<file path="src/rtl/food_gen_if.sv">
// Meal-request and food-placement bus between snake (master) and food_gen (slave).
interface food_gen_if;
  localparam int unsigned CoordW = 5;
  localparam int unsigned BodyW  = 320;
  localparam int unsigned LenW   = 6;

  logic [1:0]        game_state;
  logic              get_food;
  logic [BodyW-1:0]  snake_x_1dim;
  logic [BodyW-1:0]  snake_y_1dim;
  logic [LenW-1:0]   snake_length;
  logic [CoordW-1:0] food_x;
  logic [CoordW-1:0] food_y;
  logic              food_valid;
  logic              busy;

  modport master (
    output game_state, get_food, snake_x_1dim, snake_y_1dim, snake_length,
    input  food_x, food_y, food_valid, busy
  );

  modport slave (
    input  game_state, get_food, snake_x_1dim, snake_y_1dim, snake_length,
    output food_x, food_y, food_valid, busy
  );
endinterface

</file>
<file path="src/rtl/food_gen.sv">
// Pseudo-random food placement for snake on a 32x24 grid.
// Define FOOD_AVOID_SNAKE_EN to scan the body and relocate food off the snake.
module food_gen #(
  parameter logic [15:0] SEED   = 16'hACE1,
  parameter logic [4:0]  INIT_X = 5'd20,
  parameter logic [4:0]  INIT_Y = 5'd9
) (
  input logic       clk,
  input logic       rst_n,
  food_gen_if.slave food_if
);
  localparam int unsigned LfsrW  = 16;
  localparam int unsigned CoordW = 5;
  localparam int unsigned GridH  = 24;

  localparam logic [1:0] GsRunning = 2'b00;
  localparam logic [1:0] GsDie     = 2'b01;
  localparam logic [1:0] GsInitial = 2'b10;

  typedef enum logic [1:0] {
    IDLE   = 2'd0,
    PICK   = 2'd1,
    SCAN   = 2'd2,
    COMMIT = 2'd3
  } state_e;

  state_e            state_q;
  logic [LfsrW-1:0]  lfsr_q;
  logic [LfsrW-1:0]  lfsr_d;
  logic              get_food_dly_q;
  logic [CoordW-1:0] cand_x_q;
  logic [CoordW-1:0] cand_y_q;
  logic [CoordW-1:0] food_x_q;
  logic [CoordW-1:0] food_y_q;
  logic              food_valid_q;
  logic              busy_q;
  logic              start_c;
  logic [CoordW-1:0] pick_y_c;

  assign lfsr_d   = {lfsr_q[LfsrW-2:0], lfsr_q[15] ^ lfsr_q[13] ^ lfsr_q[12] ^ lfsr_q[10]};
  assign start_c  = food_if.get_food & ~get_food_dly_q &
                    (food_if.game_state == GsRunning) & (state_q == IDLE);
  // Rows 24..31 fold back onto 16..23 so every draw lands on the grid.
  assign pick_y_c = (lfsr_q[9:5] >= CoordW'(GridH)) ? CoordW'(lfsr_q[9:5] - CoordW'(8))
                                                     : lfsr_q[9:5];

`ifdef FOOD_AVOID_SNAKE_EN
  localparam int unsigned IdxW = 6;

  logic [IdxW-1:0]   idx_q;
  logic [8:0]        seg_base_c;
  logic [CoordW-1:0] seg_x_c;
  logic [CoordW-1:0] seg_y_c;
  logic [CoordW-1:0] step_x_c;
  logic [CoordW-1:0] step_y_c;
  logic              hit_c;
  logic              last_c;

  assign seg_base_c = 9'(idx_q) * 9'd5;
  assign seg_x_c    = food_if.snake_x_1dim[seg_base_c +: CoordW];
  assign seg_y_c    = food_if.snake_y_1dim[seg_base_c +: CoordW];
  assign hit_c      = (seg_x_c == cand_x_q) && (seg_y_c == cand_y_q);
  assign last_c     = (idx_q == IdxW'(food_if.snake_length - IdxW'(1)));
  // Linear relocation: next column, carrying into the next row, wrapping at grid end.
  assign step_x_c   = CoordW'(cand_x_q + CoordW'(1));
  assign step_y_c   = (cand_x_q != CoordW'(31)) ? cand_y_q :
                      (cand_y_q == CoordW'(GridH - 1)) ? '0 : CoordW'(cand_y_q + CoordW'(1));
`else
  logic unused_body_c;
  assign unused_body_c = ^{food_if.snake_x_1dim, food_if.snake_y_1dim, food_if.snake_length};
`endif

  always_ff @(posedge clk or negedge rst_n) begin
    if (!rst_n) begin
      state_q        <= IDLE;
      lfsr_q         <= SEED;
      get_food_dly_q <= 1'b0;
      cand_x_q       <= '0;
      cand_y_q       <= '0;
      food_x_q       <= INIT_X;
      food_y_q       <= INIT_Y;
      food_valid_q   <= 1'b1;
      busy_q         <= 1'b0;
`ifdef FOOD_AVOID_SNAKE_EN
      idx_q          <= '0;
`endif
    end else begin
      lfsr_q <= lfsr_d;
      if (food_if.game_state == GsInitial) begin
        state_q        <= IDLE;
        get_food_dly_q <= food_if.get_food;
        food_x_q       <= INIT_X;
        food_y_q       <= INIT_Y;
        food_valid_q   <= 1'b1;
        busy_q         <= 1'b0;
      end else if (food_if.game_state != GsDie) begin
        get_food_dly_q <= food_if.get_food;
        case (state_q)
          IDLE: begin
            if (start_c) begin
              state_q      <= PICK;
              food_valid_q <= 1'b0;
              busy_q       <= 1'b1;
            end
          end
          PICK: begin
            cand_x_q <= lfsr_q[4:0];
            cand_y_q <= pick_y_c;
`ifdef FOOD_AVOID_SNAKE_EN
            idx_q    <= '0;
            state_q  <= (food_if.snake_length == '0) ? COMMIT : SCAN;
`else
            state_q  <= COMMIT;
`endif
          end
`ifdef FOOD_AVOID_SNAKE_EN
          SCAN: begin
            if (hit_c) begin
              cand_x_q <= step_x_c;
              cand_y_q <= step_y_c;
              idx_q    <= '0;
            end else if (last_c) begin
              state_q <= COMMIT;
            end else begin
              idx_q <= IdxW'(idx_q + IdxW'(1));
            end
          end
`endif
          COMMIT: begin
            food_x_q     <= cand_x_q;
            food_y_q     <= cand_y_q;
            food_valid_q <= 1'b1;
            busy_q       <= 1'b0;
            state_q      <= IDLE;
          end
          default: state_q <= IDLE;
        endcase
      end
    end
  end

  assign food_if.food_x     = food_x_q;
  assign food_if.food_y     = food_y_q;
  assign food_if.food_valid = food_valid_q;
  assign food_if.busy       = busy_q;
endmodule
</file>
<file path="src/flat_wrapper.sv">
// flat-port wrapper written by rule: the top's interface ports become plain ports
module food_gen_flat 
#(
  parameter logic [15:0] SEED   = 16'hACE1,
  parameter logic [4:0]  INIT_X = 5'd20,
  parameter logic [4:0]  INIT_Y = 5'd9
)
  (clk, rst_n, food_if_game_state, food_if_get_food, food_if_snake_x_1dim, food_if_snake_y_1dim, food_if_snake_length, food_if_food_x, food_if_food_y, food_if_food_valid, food_if_busy);
  food_gen_if food_if_i ();
  input logic clk;
  input logic rst_n;
  input wire logic [$bits(food_if_i.game_state)-1:0] food_if_game_state;
  input wire logic [$bits(food_if_i.get_food)-1:0] food_if_get_food;
  input wire logic [$bits(food_if_i.snake_x_1dim)-1:0] food_if_snake_x_1dim;
  input wire logic [$bits(food_if_i.snake_y_1dim)-1:0] food_if_snake_y_1dim;
  input wire logic [$bits(food_if_i.snake_length)-1:0] food_if_snake_length;
  output wire logic [$bits(food_if_i.food_x)-1:0] food_if_food_x;
  output wire logic [$bits(food_if_i.food_y)-1:0] food_if_food_y;
  output wire logic [$bits(food_if_i.food_valid)-1:0] food_if_food_valid;
  output wire logic [$bits(food_if_i.busy)-1:0] food_if_busy;
  assign food_if_i.game_state = food_if_game_state;
  assign food_if_i.get_food = food_if_get_food;
  assign food_if_i.snake_x_1dim = food_if_snake_x_1dim;
  assign food_if_i.snake_y_1dim = food_if_snake_y_1dim;
  assign food_if_i.snake_length = food_if_snake_length;
  assign food_if_food_x = food_if_i.food_x;
  assign food_if_food_y = food_if_i.food_y;
  assign food_if_food_valid = food_if_i.food_valid;
  assign food_if_busy = food_if_i.busy;
  food_gen #(.SEED(SEED), .INIT_X(INIT_X), .INIT_Y(INIT_Y)) u_core (.clk(clk), .rst_n(rst_n), .food_if(food_if_i));
endmodule
</file>
<file path="config.mk">
export PLATFORM = sky130hd
export DESIGN_NAME = food_gen_flat
export DESIGN_NICKNAME = d
export VERILOG_FILES = /design/src/rtl/food_gen_if.sv /design/src/rtl/food_gen.sv /design/src/flat_wrapper.sv
export SDC_FILE = /design/constraint.sdc
export NUM_CORES = 1
export LEC_CHECK = 0
export ABC_AREA = 0
export BUFFER_PORTS_ARGS = -buffer_cell sky130_fd_sc_hd__buf_2
export CAP_MARGIN = 40
export CORE_AREA = 2 2 256 258
export CTS_CLUSTER_SIZE = 8
export DETAILED_ROUTE_END_ITERATION = 8
export DIE_AREA = 0 0 258 260
export PLACE_DENSITY = 0.3
export SETUP_SLACK_MARGIN = 0.2
export SYNTH_ARGS = -nofsm -noshare
export SYNTH_HDL_FRONTEND = slang
export SYNTH_SLANG_ARGS = --single-unit
</file>
<file path="constraint.sdc">
create_clock -name clk -period 2.1 [get_ports clk]
set_clock_uncertainty 0.15 [all_clocks]
set_input_delay 0.42 -clock clk [delete_from_list [all_inputs] [get_ports clk]]
set_output_delay 0.42 -clock clk [all_outputs]
set_load 0.02 [all_outputs]
</file>
==> impl_metrics.ini <==
[setup_path]
worstSetupStartpointType = flop
critPathMaxStageDelay_ps = 540
crit_family = flip-flops
ff2ff_path_depth = 3
path_cells = buf_2
critical_path_class = flop to output port
crit_path_end_kind = output port
crit_arrival_ps = 1010
critical_path_depth = 1
worst_path_max_delay_cell = dfstp_2
required_ps = 1530
path_buf_inv = 1
r2r_setup_slack_ps = 560
cp_max_fo = 3

[sta]
fin_crit_sh = 0.751
hold_viol = 0
rsz0062_at_grt = no
min_period_ps = 1580
max_slew_margin = 0.631
slew_violations = 0
tightestPinTransition_ps = 554
setup_viol = 0
max_clock_freq_mhz = 634
finalSetupTns_ps = 0

[synth]
synth_ff_type = dfrtp_1
synth-seq-cells = 41
synth_area_per_cell_um2 = 13.0
synth.most_common_cell = dfrtp_1
syn_area_mm2 = 0.00163
synth.top_cell.area_share = 0.429
synth.distinct_cells = 33
synth_area_leader_cell = dfrtp_1
syn_inst = 126
synth_area_leaders = dfrtp_1 43%, dfstp_2 21%, mux2_2 6.9%
ys_seq_area_frac = 0.638
synth_nets = 777
ys_warn_count = 0
synth-edff-count = 0
synthArstFlopShare = 1.00
yosys-top-cells-count = 28 x dfrtp_1, 13 x dfstp_2, 10 x mux2_2, 9 x inv_1, 9 x nor2_1

[detailed_routing]
drtPass1Iterations = 4
vias = 1045
ant_nets = 0
wl_per_cell_um = 4.87
drt_iter0_markers = 40
drc = 0
wirelength_um = 4900
vias_per_cell = 1.04

[grt]
antenna_found_initial = 0
grt_max_degree = 42
grt-ovfl-total = 0
track_usage = 0.0157
grt_pass1_vias = 1069
grt_pass1_wl_um = 7180

[cells_and_area]
fin_cells = 1005
area_growth_pct = 79.5
fillers = 7524
n_antenna_cell = 0
final_layout_size_suffix_gt1_frac = 0.373
nNetsFinal = 800

[worst_hold_path]
min_path_type = input port to asynchronous set/reset pin

[clocking]
clk_latency_ps = 290
cts_tree = yes
clkTransAtPathRegs_ps = 60
cts-root-buf = clkbuf_16
cts_buffers = 5
post-cts-setup-buffer-count = 0
clock_path_buffers = 2
htreeDepth = 2
clock_sinks = 41
ctsResizeCount = 0
ctsHoldBuffers = 0

[die]
die_h_um = 260
initial_core_util = 0.0255
die-width_um = 258
dieArea_mm2 = 0.0671
row_count = 93
core_area_mm2 = 0.0641
io_pins = 663

[power_and_ir_drop]
p_leak_uw = 0.000882
ir_drop_mv = 0.261
p_per_area_mw_per_mm2 = 610
p_total_uw = 1790

[placed_design]
hpwlAfterDp_um = 3670
place.gp.congestion = 0.587
dp_cells = 997
port_buffers = 16

[flow_run]
drv_cap = 0

[outcome]
status = finished, final reports clean
[cells in the final DEF (no fill, tap or decap)]
cell type / instances
nand2_1: 3
nand3_2: 1
clkbuf_16: 5
nand3b_1: 1
dfstp_2: 13
and2_1: 1
a211oi_1: 2
clkinvlp_4: 2
buf_2: 16
dfrtp_1: 28
clkbuf_1: 1
a21o_1: 1
nor2_1: 9
nor2b_1: 2
nor2_4: 1
a221oi_1: 6
nand2b_1: 2
xor2_1: 1
nand3_1: 4
o21a_1: 1
o22ai_1: 2
buf_4: 6
a21boi_0: 4
nand2b_2: 1
o22a_1: 1
xor2_2: 1
o21ai_0: 7
mux2_2: 10
a21oi_1: 1
a221o_1: 4
nor4_1: 1
inv_1: 9
o41ai_1: 1
xnor2_1: 2
[final timing paths]
| kind | startpoint | endpoint |
|---|---|---|
| max reg2reg | u_core.state_q[1]$_DFFE_PN0P_ | u_core.cand_y_q[0]$_DFFE_PN0P_ |
| min reg2reg | u_core.lfsr_q[14]$_DFF_PN0_ | u_core.lfsr_q[15]$_DFF_PN1_ |
| max | u_core.food_if.food_valid$_DFFE_PN1P_ | food_if_food_valid |
| min in group clk | u_core.lfsr_q[14]$_DFF_PN0_ | u_core.lfsr_q[15]$_DFF_PN1_ |
| min | rst_n | u_core.food_if.busy$_DFFE_PN0P_ |
| max in group asynchronous | rst_n | u_core.food_if.food_y[3]$_DFFE_PN1P_ |
[power breakdown]
| part | leakage, µW | total (µW) | internal (µW) | switching, µW |
|---|---|---|---|---|
| clock network | 0.0000631 | 756 | 441 | 315 |
| registers | 0.000521 | 841 | 824 | 17.4 |
| logic | 0.000297 | 192 | 66.2 | 125 |
[metal layers]
layer	vias up	GRT usage	routed length (µm)
li1	490	-	-
met1	531	0.0145	1840
met2	18	0.0234	2240
met3	6	0.0109	631
met4	0	0.0140	185
met5	-	0	0
[area by class of cell]
type	instances	area, µm²	share of cell area
Multi-Input combinational cell	70	518	0.177
Timing Repair Buffer	22	125	0.0427
Clock inverter	2	15.0	0.00512
Inverter	9	33.8	0.0115
Clock buffer	6	129	0.0439
Tap cell	855	1070	0.365
Sequential cell	41	1040	0.355
[flip-flops by register name, summed over array words and instances (netlist names)]
name,flops
u_core.lfsr_q,16
u_core.food_if.busy,1
u_core.get_food_dly_q,1
u_core.food_if.food_y,5
u_core.state_q,2
u_core.cand_x_q,5
u_core.food_if.food_valid,1
u_core.cand_y_q,5
u_core.food_if.food_x,5
[metrics by stage]
step	hold slack [ps]	utilization	worst slack, ps	instance area, µm²
CTS	83.5	0.0457	480	2930
finish	47.6	0.0457	522	2930
global route	104	0.0457	439	2930
global placement	187	0.0435	345	2790
detailed placement	192	0.0435	341	2790
floorplan	-25.6	-	567	1630
[cells by family after synthesis]
family,after synthesis,synth area share
and+or+nand+nor,26,0.0858
buffers and inverters,15,0.0452
AOI/OAI and AO/OA,30,0.136
DFF,41,0.638
xor gates and xnor gates,4,0.0260
muxes,10,0.0689
[worst register-to-register path, cell delays in order (launching register included)]
cell	delay (ps)
dfrtp_1	370
nand2b_2	230
nor2_4	300
mux2_2	380
(Power assumes the default switching activity.)
